### src/rtl/add_sub_fan_out_pipe_if.sv
// Operand/result handshake bundle for add_sub_fan_out_pipe.
// Producer-side valid/ready on the inputs, consumer-side valid/ready on the results.
interface add_sub_fan_out_pipe_if #(
    parameter int unsigned WIDTH = 8
);
    logic [WIDTH-1:0] in0;
    logic [WIDTH-1:0] in1;
    logic             sat_en;
    logic             in_valid;
    logic             in_ready;
    logic [WIDTH-1:0] out0;
    logic [WIDTH-1:0] out1;
    logic             carry0;
    logic             borrow1;
    logic             out_valid;
    logic             out_ready;

    modport master (
        output in0, in1, sat_en, in_valid, out_ready,
        input  in_ready, out0, out1, carry0, borrow1, out_valid
    );

    modport slave (
        input  in0, in1, sat_en, in_valid, out_ready,
        output in_ready, out0, out1, carry0, borrow1, out_valid
    );
endinterface

### src/rtl/add_sub_fan_out_pipe.sv
// Sum/difference fan-out with optional saturation, carried through an elastic
// valid/ready pipeline of STAGES slots, plus a completed-transfer counter.
module add_sub_fan_out_pipe #(
    parameter int unsigned WIDTH   = 8,
    parameter int unsigned STAGES  = 2,
    parameter int unsigned COUNT_W = 16
) (
    input  logic                  clk,
    input  logic                  rst_n,
    add_sub_fan_out_pipe_if.slave bus,
    output logic [COUNT_W-1:0]    xfer_count
);
    typedef struct packed {
        logic             carry;
        logic             borrow;
        logic [WIDTH-1:0] sum;
        logic [WIDTH-1:0] diff;
    } result_t;

    logic [WIDTH:0]    sum_w;
    result_t           entry;
    result_t           slot [STAGES];
    result_t           up_d [STAGES];
    logic [STAGES-1:0] v;
    logic [STAGES-1:0] up_v;
    logic [STAGES-1:0] rdy;
    logic              full_tail;

    always_comb begin
        sum_w        = {1'b0, bus.in0} + {1'b0, bus.in1};
        entry.carry  = sum_w[WIDTH];
        entry.borrow = bus.in0 < bus.in1;
        entry.sum    = (bus.sat_en && entry.carry) ? '1 : sum_w[WIDTH-1:0];
        entry.diff   = (bus.sat_en && entry.borrow) ? '0 : bus.in0 - bus.in1;
    end

    // rdy_i = !v_i || rdy_{i+1} unrolled: slot i is blocked only when it and every
    // later slot are full and the consumer stalls; avoids a self-referencing vector.
    always_comb begin
        rdy       = '0;
        full_tail = 1'b1;
        for (int unsigned i = 0; i < STAGES; i++) begin
            full_tail = 1'b1;
            for (int unsigned j = i; j < STAGES; j++) begin
                full_tail = full_tail & v[j];
            end
            rdy[i] = bus.out_ready || !full_tail;
        end
    end

    always_comb begin
        up_v[0] = bus.in_valid;
        up_d[0] = entry;
        for (int unsigned i = 1; i < STAGES; i++) begin
            up_v[i] = v[i-1];
            up_d[i] = slot[i-1];
        end
    end

    always_ff @(posedge clk) begin
        if (!rst_n) begin
            v          <= '0;
            xfer_count <= '0;
            for (int unsigned i = 0; i < STAGES; i++) begin
                slot[i] <= '0;
            end
        end else begin
            for (int unsigned i = 0; i < STAGES; i++) begin
                if (rdy[i]) begin
                    v[i] <= up_v[i];
                    if (up_v[i]) begin
                        slot[i] <= up_d[i];
                    end
                end
            end
            if (v[STAGES-1] && bus.out_ready) begin
                xfer_count <= xfer_count + COUNT_W'(1);
            end
        end
    end

    assign bus.in_ready  = rdy[0];
    assign bus.out_valid = v[STAGES-1];
    assign bus.out0      = slot[STAGES-1].sum;
    assign bus.out1      = slot[STAGES-1].diff;
    assign bus.carry0    = slot[STAGES-1].carry;
    assign bus.borrow1   = slot[STAGES-1].borrow;
endmodule

### src/flat_wrapper.sv
// flat-port wrapper written by rule: the top's interface ports become plain ports
module add_sub_fan_out_pipe_flat 
#(
    parameter int unsigned WIDTH   = 8,
    parameter int unsigned STAGES  = 2,
    parameter int unsigned COUNT_W = 16
)
  (clk, rst_n, xfer_count, bus_in0, bus_in1, bus_sat_en, bus_in_valid, bus_out_ready, bus_in_ready, bus_out0, bus_out1, bus_carry0, bus_borrow1, bus_out_valid);
  add_sub_fan_out_pipe_if #(.WIDTH(WIDTH)) bus_i ();
  input  logic clk;
  input  logic rst_n;
  output logic [COUNT_W-1:0] xfer_count;
  input wire logic [$bits(bus_i.in0)-1:0] bus_in0;
  input wire logic [$bits(bus_i.in1)-1:0] bus_in1;
  input wire logic [$bits(bus_i.sat_en)-1:0] bus_sat_en;
  input wire logic [$bits(bus_i.in_valid)-1:0] bus_in_valid;
  input wire logic [$bits(bus_i.out_ready)-1:0] bus_out_ready;
  output wire logic [$bits(bus_i.in_ready)-1:0] bus_in_ready;
  output wire logic [$bits(bus_i.out0)-1:0] bus_out0;
  output wire logic [$bits(bus_i.out1)-1:0] bus_out1;
  output wire logic [$bits(bus_i.carry0)-1:0] bus_carry0;
  output wire logic [$bits(bus_i.borrow1)-1:0] bus_borrow1;
  output wire logic [$bits(bus_i.out_valid)-1:0] bus_out_valid;
  assign bus_i.in0 = bus_in0;
  assign bus_i.in1 = bus_in1;
  assign bus_i.sat_en = bus_sat_en;
  assign bus_i.in_valid = bus_in_valid;
  assign bus_i.out_ready = bus_out_ready;
  assign bus_in_ready = bus_i.in_ready;
  assign bus_out0 = bus_i.out0;
  assign bus_out1 = bus_i.out1;
  assign bus_carry0 = bus_i.carry0;
  assign bus_borrow1 = bus_i.borrow1;
  assign bus_out_valid = bus_i.out_valid;
  add_sub_fan_out_pipe #(.WIDTH(WIDTH), .STAGES(STAGES), .COUNT_W(COUNT_W)) u_core (.clk(clk), .rst_n(rst_n), .bus(bus_i), .xfer_count(xfer_count));
endmodule
### config.mk
export PLATFORM = sky130hd
export DESIGN_NAME = add_sub_fan_out_pipe_flat
export DESIGN_NICKNAME = d
export VERILOG_FILES = /design/src/rtl/add_sub_fan_out_pipe_if.sv /design/src/rtl/add_sub_fan_out_pipe.sv /design/src/flat_wrapper.sv
export SDC_FILE = /design/constraint.sdc
export NUM_CORES = 1
export LEC_CHECK = 0
export BUFFER_PORTS_ARGS = -buffer_cell sky130_fd_sc_hd__buf_2
export CORE_MARGIN = 2
export CORE_UTILIZATION = 55
export DETAILED_ROUTE_END_ITERATION = 6
export HOLD_SLACK_MARGIN = 0.15
export PLACE_DENSITY = 0.81
export SLEW_MARGIN = 20
export SYNTH_ARGS = -nofsm -noshare
export SYNTH_HDL_FRONTEND = slang
export SYNTH_SLANG_ARGS = --single-unit
### constraint.sdc
create_clock -name clk -period 2.4 [get_ports clk]
set_input_delay 0.36 -clock clk [delete_from_list [all_inputs] [get_ports clk]]
set_output_delay 0.36 -clock clk [all_outputs]
set_load 0.01 [all_outputs]
Yosys cells after proc, flatten, opt, wreduce, memory -nomap -nowiden
Memory sizes are Yosys's and may differ from the RTL's.
Cells that the tools add are included.
Widths: inputs -> output; s select.
{"block": "word_totals", "output_inout_bits": 36, "regBits": 18, "wordCells": 31, "memories": 1, "in_bits": 21, "mem_bits_rw": 36}
{"memory": "u_core.slot", "words": 2, "width": 18, "read_ports": 2, "rd_ports_with_merged_regs": 0, "wr": 2, "line": "add_sub_fan_out_pipe.sv:22", "text": "result_t slot [STAGES];"}
{"block": "op_classes", "bitwise": 3, "n_addsub": 3, "magnitude_cmp": 1, "reduce_logical": 7, "mux": 13}
{"cell": "$mux 18", "count": 2}
{"cell": "$add 16x1->16 const B", "count": 1}
{"cell": "$mux 8", "count": 2}
{"cell": "$add 8x8->9", "count": 1}
{"cell": "$mux 1", "count": 9}
{"cell": "$lt 8x8->1", "count": 1}
{"cell": "$sub 8x8->8", "count": 1}
{"cell": "$logic_and 1x1->1", "count": 3}
{"cell": "$logic_not 1->1", "count": 2}
{"cell": "$logic_or 1x1->1", "count": 2}
{"cell": "$or 1x1->1", "count": 2}
{"cell": "$and 1x1->1", "count": 1}

Depth between registers and ports, before layout
{"block": "depth", "word_depth": 7, "ltp_mapped": 8, "mapped_depth_nobuf": 8}

Worst setup path before layout
Ideal clock, no wire load.
{"block": "synth_timing", "kind": "register to register", "startpoint": "register u_core.v[1]", "endpoint": "memory u_core.slot[0][18] (netlist bit), enable pin", "setup_time_ns": 0.418, "path_stages_with_launch": 3, "arrival_ns": 1.850, "n_path_buf": 0, "slack_ns": 0.132, "period_less_slack_ns": 2.268, "t_required_ns": 1.982, "path_cell_list": "dfxtp_1 -> nor2b_1 -> o21ai_0"}
{"element": "start: declaration", "line": "add_sub_fan_out_pipe.sv:24", "text": "logic [STAGES-1:0] v;"}
{"element": "start signal: indexed assignment", "line": "add_sub_fan_out_pipe.sv:70", "text": "v[i] <= up_v[i];"}
{"element": "end: declaration", "line": "add_sub_fan_out_pipe.sv:22"}

==> flow_summary.ini <==
[sta]
setup_viol_count_final = 0
fin_crit_sh_pct = 86.3
finalSetupTns_ns = 0
report.final.slew_viol_count = 0
hold_viol_final = 0
worstMarginPinSlew_ns = 0.373
skew_ns = 0.00747
whs_ns = 0.382
setup_ws_ns = 0.329
fin_crit_ns = 2.07
fmax_ghz = 0.483
slew_headroom_pct = 74.9
grt_setup_unrepaired = no

[floorplanning]
io_pins = 57
dieHeight_um = 77.5
start_util_pct = 57.5
die_w_um = 77.5
dieArea_um2 = 6010
std_cell_rows = 26
coreArea_um2 = 5170

[finish]
fin_nets = 356
seq_area_um2 = 1440
fillers = 428
drive_gt1_share_pct = 24.9
synthToLayoutAreaGrowth_pct = 11.0
diodes = 0
fin_util_pct = 63.8
multiInputGateArea_um2 = 1280

[drt]
vias = 2000
drt_wl_total_um = 4820
met1Wirelength_um = 2250
via_per_inst = 5.17
route.detailed.drc = 0
wl_met2_um = 2320
wl_met3_um = 177
dr.max_layer_used = met4
wl_per_cell_um = 12.4
drtIter0Drc = 85
firstDrtPassIters = 4
ant_nets = 0

[worst_setup_path]
endpoint_kind = register
critPathLaunchType = input port
worst-setup-path-type = in2reg
arrival_ns = 2.11
cp.required_ns = 2.44
critical-path-max-stage-delay_ns = 0.41
r2r-start = u_core.v[1]
reg2reg_slack_ns = 0.72
slowest_stage = fa_1
crit_path_cell_trace = buf_2 > ha_1 > fa_1 > and2b_4 > o311ai_1 > a31oi_1 > o21ai_2 > a21oi_1
crit_buf_inv = 1
crit-reg2reg-capture = u_core.slot[0][4]
path_delay_family = compound AO/OA/AOI/OAI gates
cp_max_fo = 8
reg2regPathDepth = 5

[outcome]
status = finished, final reports clean

[grt]
grt_max_degree = 21
grt_pass1_vias = 1865
grt_usage_pct = 17.4
grt_first_pass_wirelength_um = 8380
grt-ovfl-total = 0
antenna_found_initial = 0

[pwr]
power_density_nw_per_um2 = 586
ir_drop_mv = 0.362
p_int_uw = 1470
clkPwrFrac_pct = 28.5
p_comb_share_pct = 15.8
p_seq_share_pct = 55.7
p_leak_uw = 0.00153
switching_power_uw = 462
swShare_pct = 23.9

[hold_path]
hold_end = u_core.xfer_count[1]
hold-path-cell-count = 3
hold_start = bus_out_ready
worst_hold_path_type = in2reg

[logic_synthesis]
synth-edff-count = 36
syn_nets = 314
synth_top_area_cell = edfxtp_1
synthArstFlopShare_pct = 0
syn_area_per_cell_um2 = 10.8
synth.area.top_cells = edfxtp_1 36%, dfxtp_1 12%, ha_1 7.2%
ys_seq_area_share_pct = 48.5
synthFlopType = edfxtp_1
synth_cell_type_count = 48
synth_area_um2 = 2970
synth-seq-cells = 54
synth_top_cell_area_share_pct = 36.4
yosysWarnings = 0
synthCells = 274

[placement]
place_ws_ns = 0.0223
port-buffer-count = 56
place_congestion = 0.895
detailed_place_hpwl_um = 3660

[clock_network]
cts_num_sinks = 54
clk_pin_slew_ns = 0.09
numCtsBuffers = 5
cts_tree = built
cts-root-buf = clkbuf_8
cts_hold_buf = 0
clk_latency_ns = 0.30
cts.htree.levels = 2
cts_setup_buffers = 0
clk_path_buf_depth = 2
ctsResizeCount = 0

[job]
max_cap_viol_count = 0
## worst register-to-register path: stages (launching register included)
cell and delay [ns]:
dfxtp_1 0.37, nand3b_2 0.13, a21boi_4 0.39, nand2_1 0.15, a31o_4 0.27, a211oi_2 0.20
## cell type report
cell class | count | share of cell area [%]
inverters | 19 | 2.16
multi-input cells | 176 | 38.9
well taps | 70 | 2.65
flip-flops and latches | 54 | 43.7
repair buffers | 60 | 9.40
clock buffers | 8 | 3.19
## worst max path at each step
stage	startpoint	endpoint	slack, ns	depth (start not counted)
floorplan	u_core.v[1]	u_core.slot[0][18]	0.13	2
global placement	bus_in1[0]	u_core.slot[0][9]	0.09	8
detailed placement	bus_in1[0]	u_core.slot[0][11]	0.02	8
CTS	bus_in1[0]	u_core.slot[0][11]	0.35	8
global route	bus_in1[0]	u_core.slot[0][10]	0.20	8
finish	bus_in1[0]	u_core.slot[0][10]	0.33	8
## power groups by stage
stage	clock [uW]	combinational, uW	sequential [uW]
2_1_floorplan	0	242	1100
3_3_place_gp	0	298	1100
3_5_place_dp	0	304	1100
4_1_cts	563	307	1080
5_1_grt	597	343	1080
6_report	552	305	1080
## layout by cell type, fill, tap and decap left out, types with 5 or more instances in the layout
cell type / n
a21oi_1: 15
and2_1: 12
and3_1: 21
buf_2: 56
clkbuf_8: 5
dfxtp_1: 18
edfxtp_1: 36
ha_1: 17
inv_1: 19
nand2_1: 9
nand3_1: 9
nor2_1: 13
nor2b_1: 5
o21ai_0: 7
xnor2_1: 14
xor2_1: 7
## registers in the layout, indices dropped and copies added (netlist names)
signal,count
u_core.v,2
u_core.slot,36
u_core.xfer_count,16
## Yosys cell counts, types with 2 or more instances
cell type and count:
inv_1 19, a211oi_2 2, a21boi_0 3, nand2_1 9, o21a_1 3, clkbuf_1 6, nand4_1 4, o21ai_0 8
and2b_2 2, xor2_1 7, nor3_1 4, a21oi_1 15, ha_1 17, buf_4 17, o31ai_1 4, edfxtp_1 36
nor2_1 13, dfxtp_1 18, and2_1 12, xnor2_1 14, fa_1 2, nand3_1 9, and3_1 21, nor2b_1 5
## routing by layer
layer / GRT usage (%) / vias up
li1: - / 1037
met4: 6.96 / 0
met2: 29.4 / 46
met1: 22.2 / 912
met5: 0 / -
met3: 3.26 / 5
## through the flow
stage | power (uW) | area (um2) | instances
5_1_grt | 2020 | 3300 | 387
2_1_floorplan | 1340 | 2970 | 274
4_1_cts | 1950 | 3300 | 387
6_report | 1930 | 3300 | 387
3_5_place_dp | 1400 | 3190 | 379
3_3_place_gp | 1400 | 3190 | 379
## kinds of logic (layout without fill, tap and decap cells)
kind of cell | after synthesis | after routing | synth area share, %
AO/OA/AOI/OAI | 46 | 46 | 11.1
XOR/XNOR | 21 | 21 | 6.19
adder cells (fa/ha/maj) | 19 | 19 | 8.51
buffers and inverters | 44 | 87 | 8.29
flip-flops | 54 | 54 | 48.5
AND/OR/NAND/NOR | 90 | 90 | 17.4
Power figures use the tool's default switching activity.
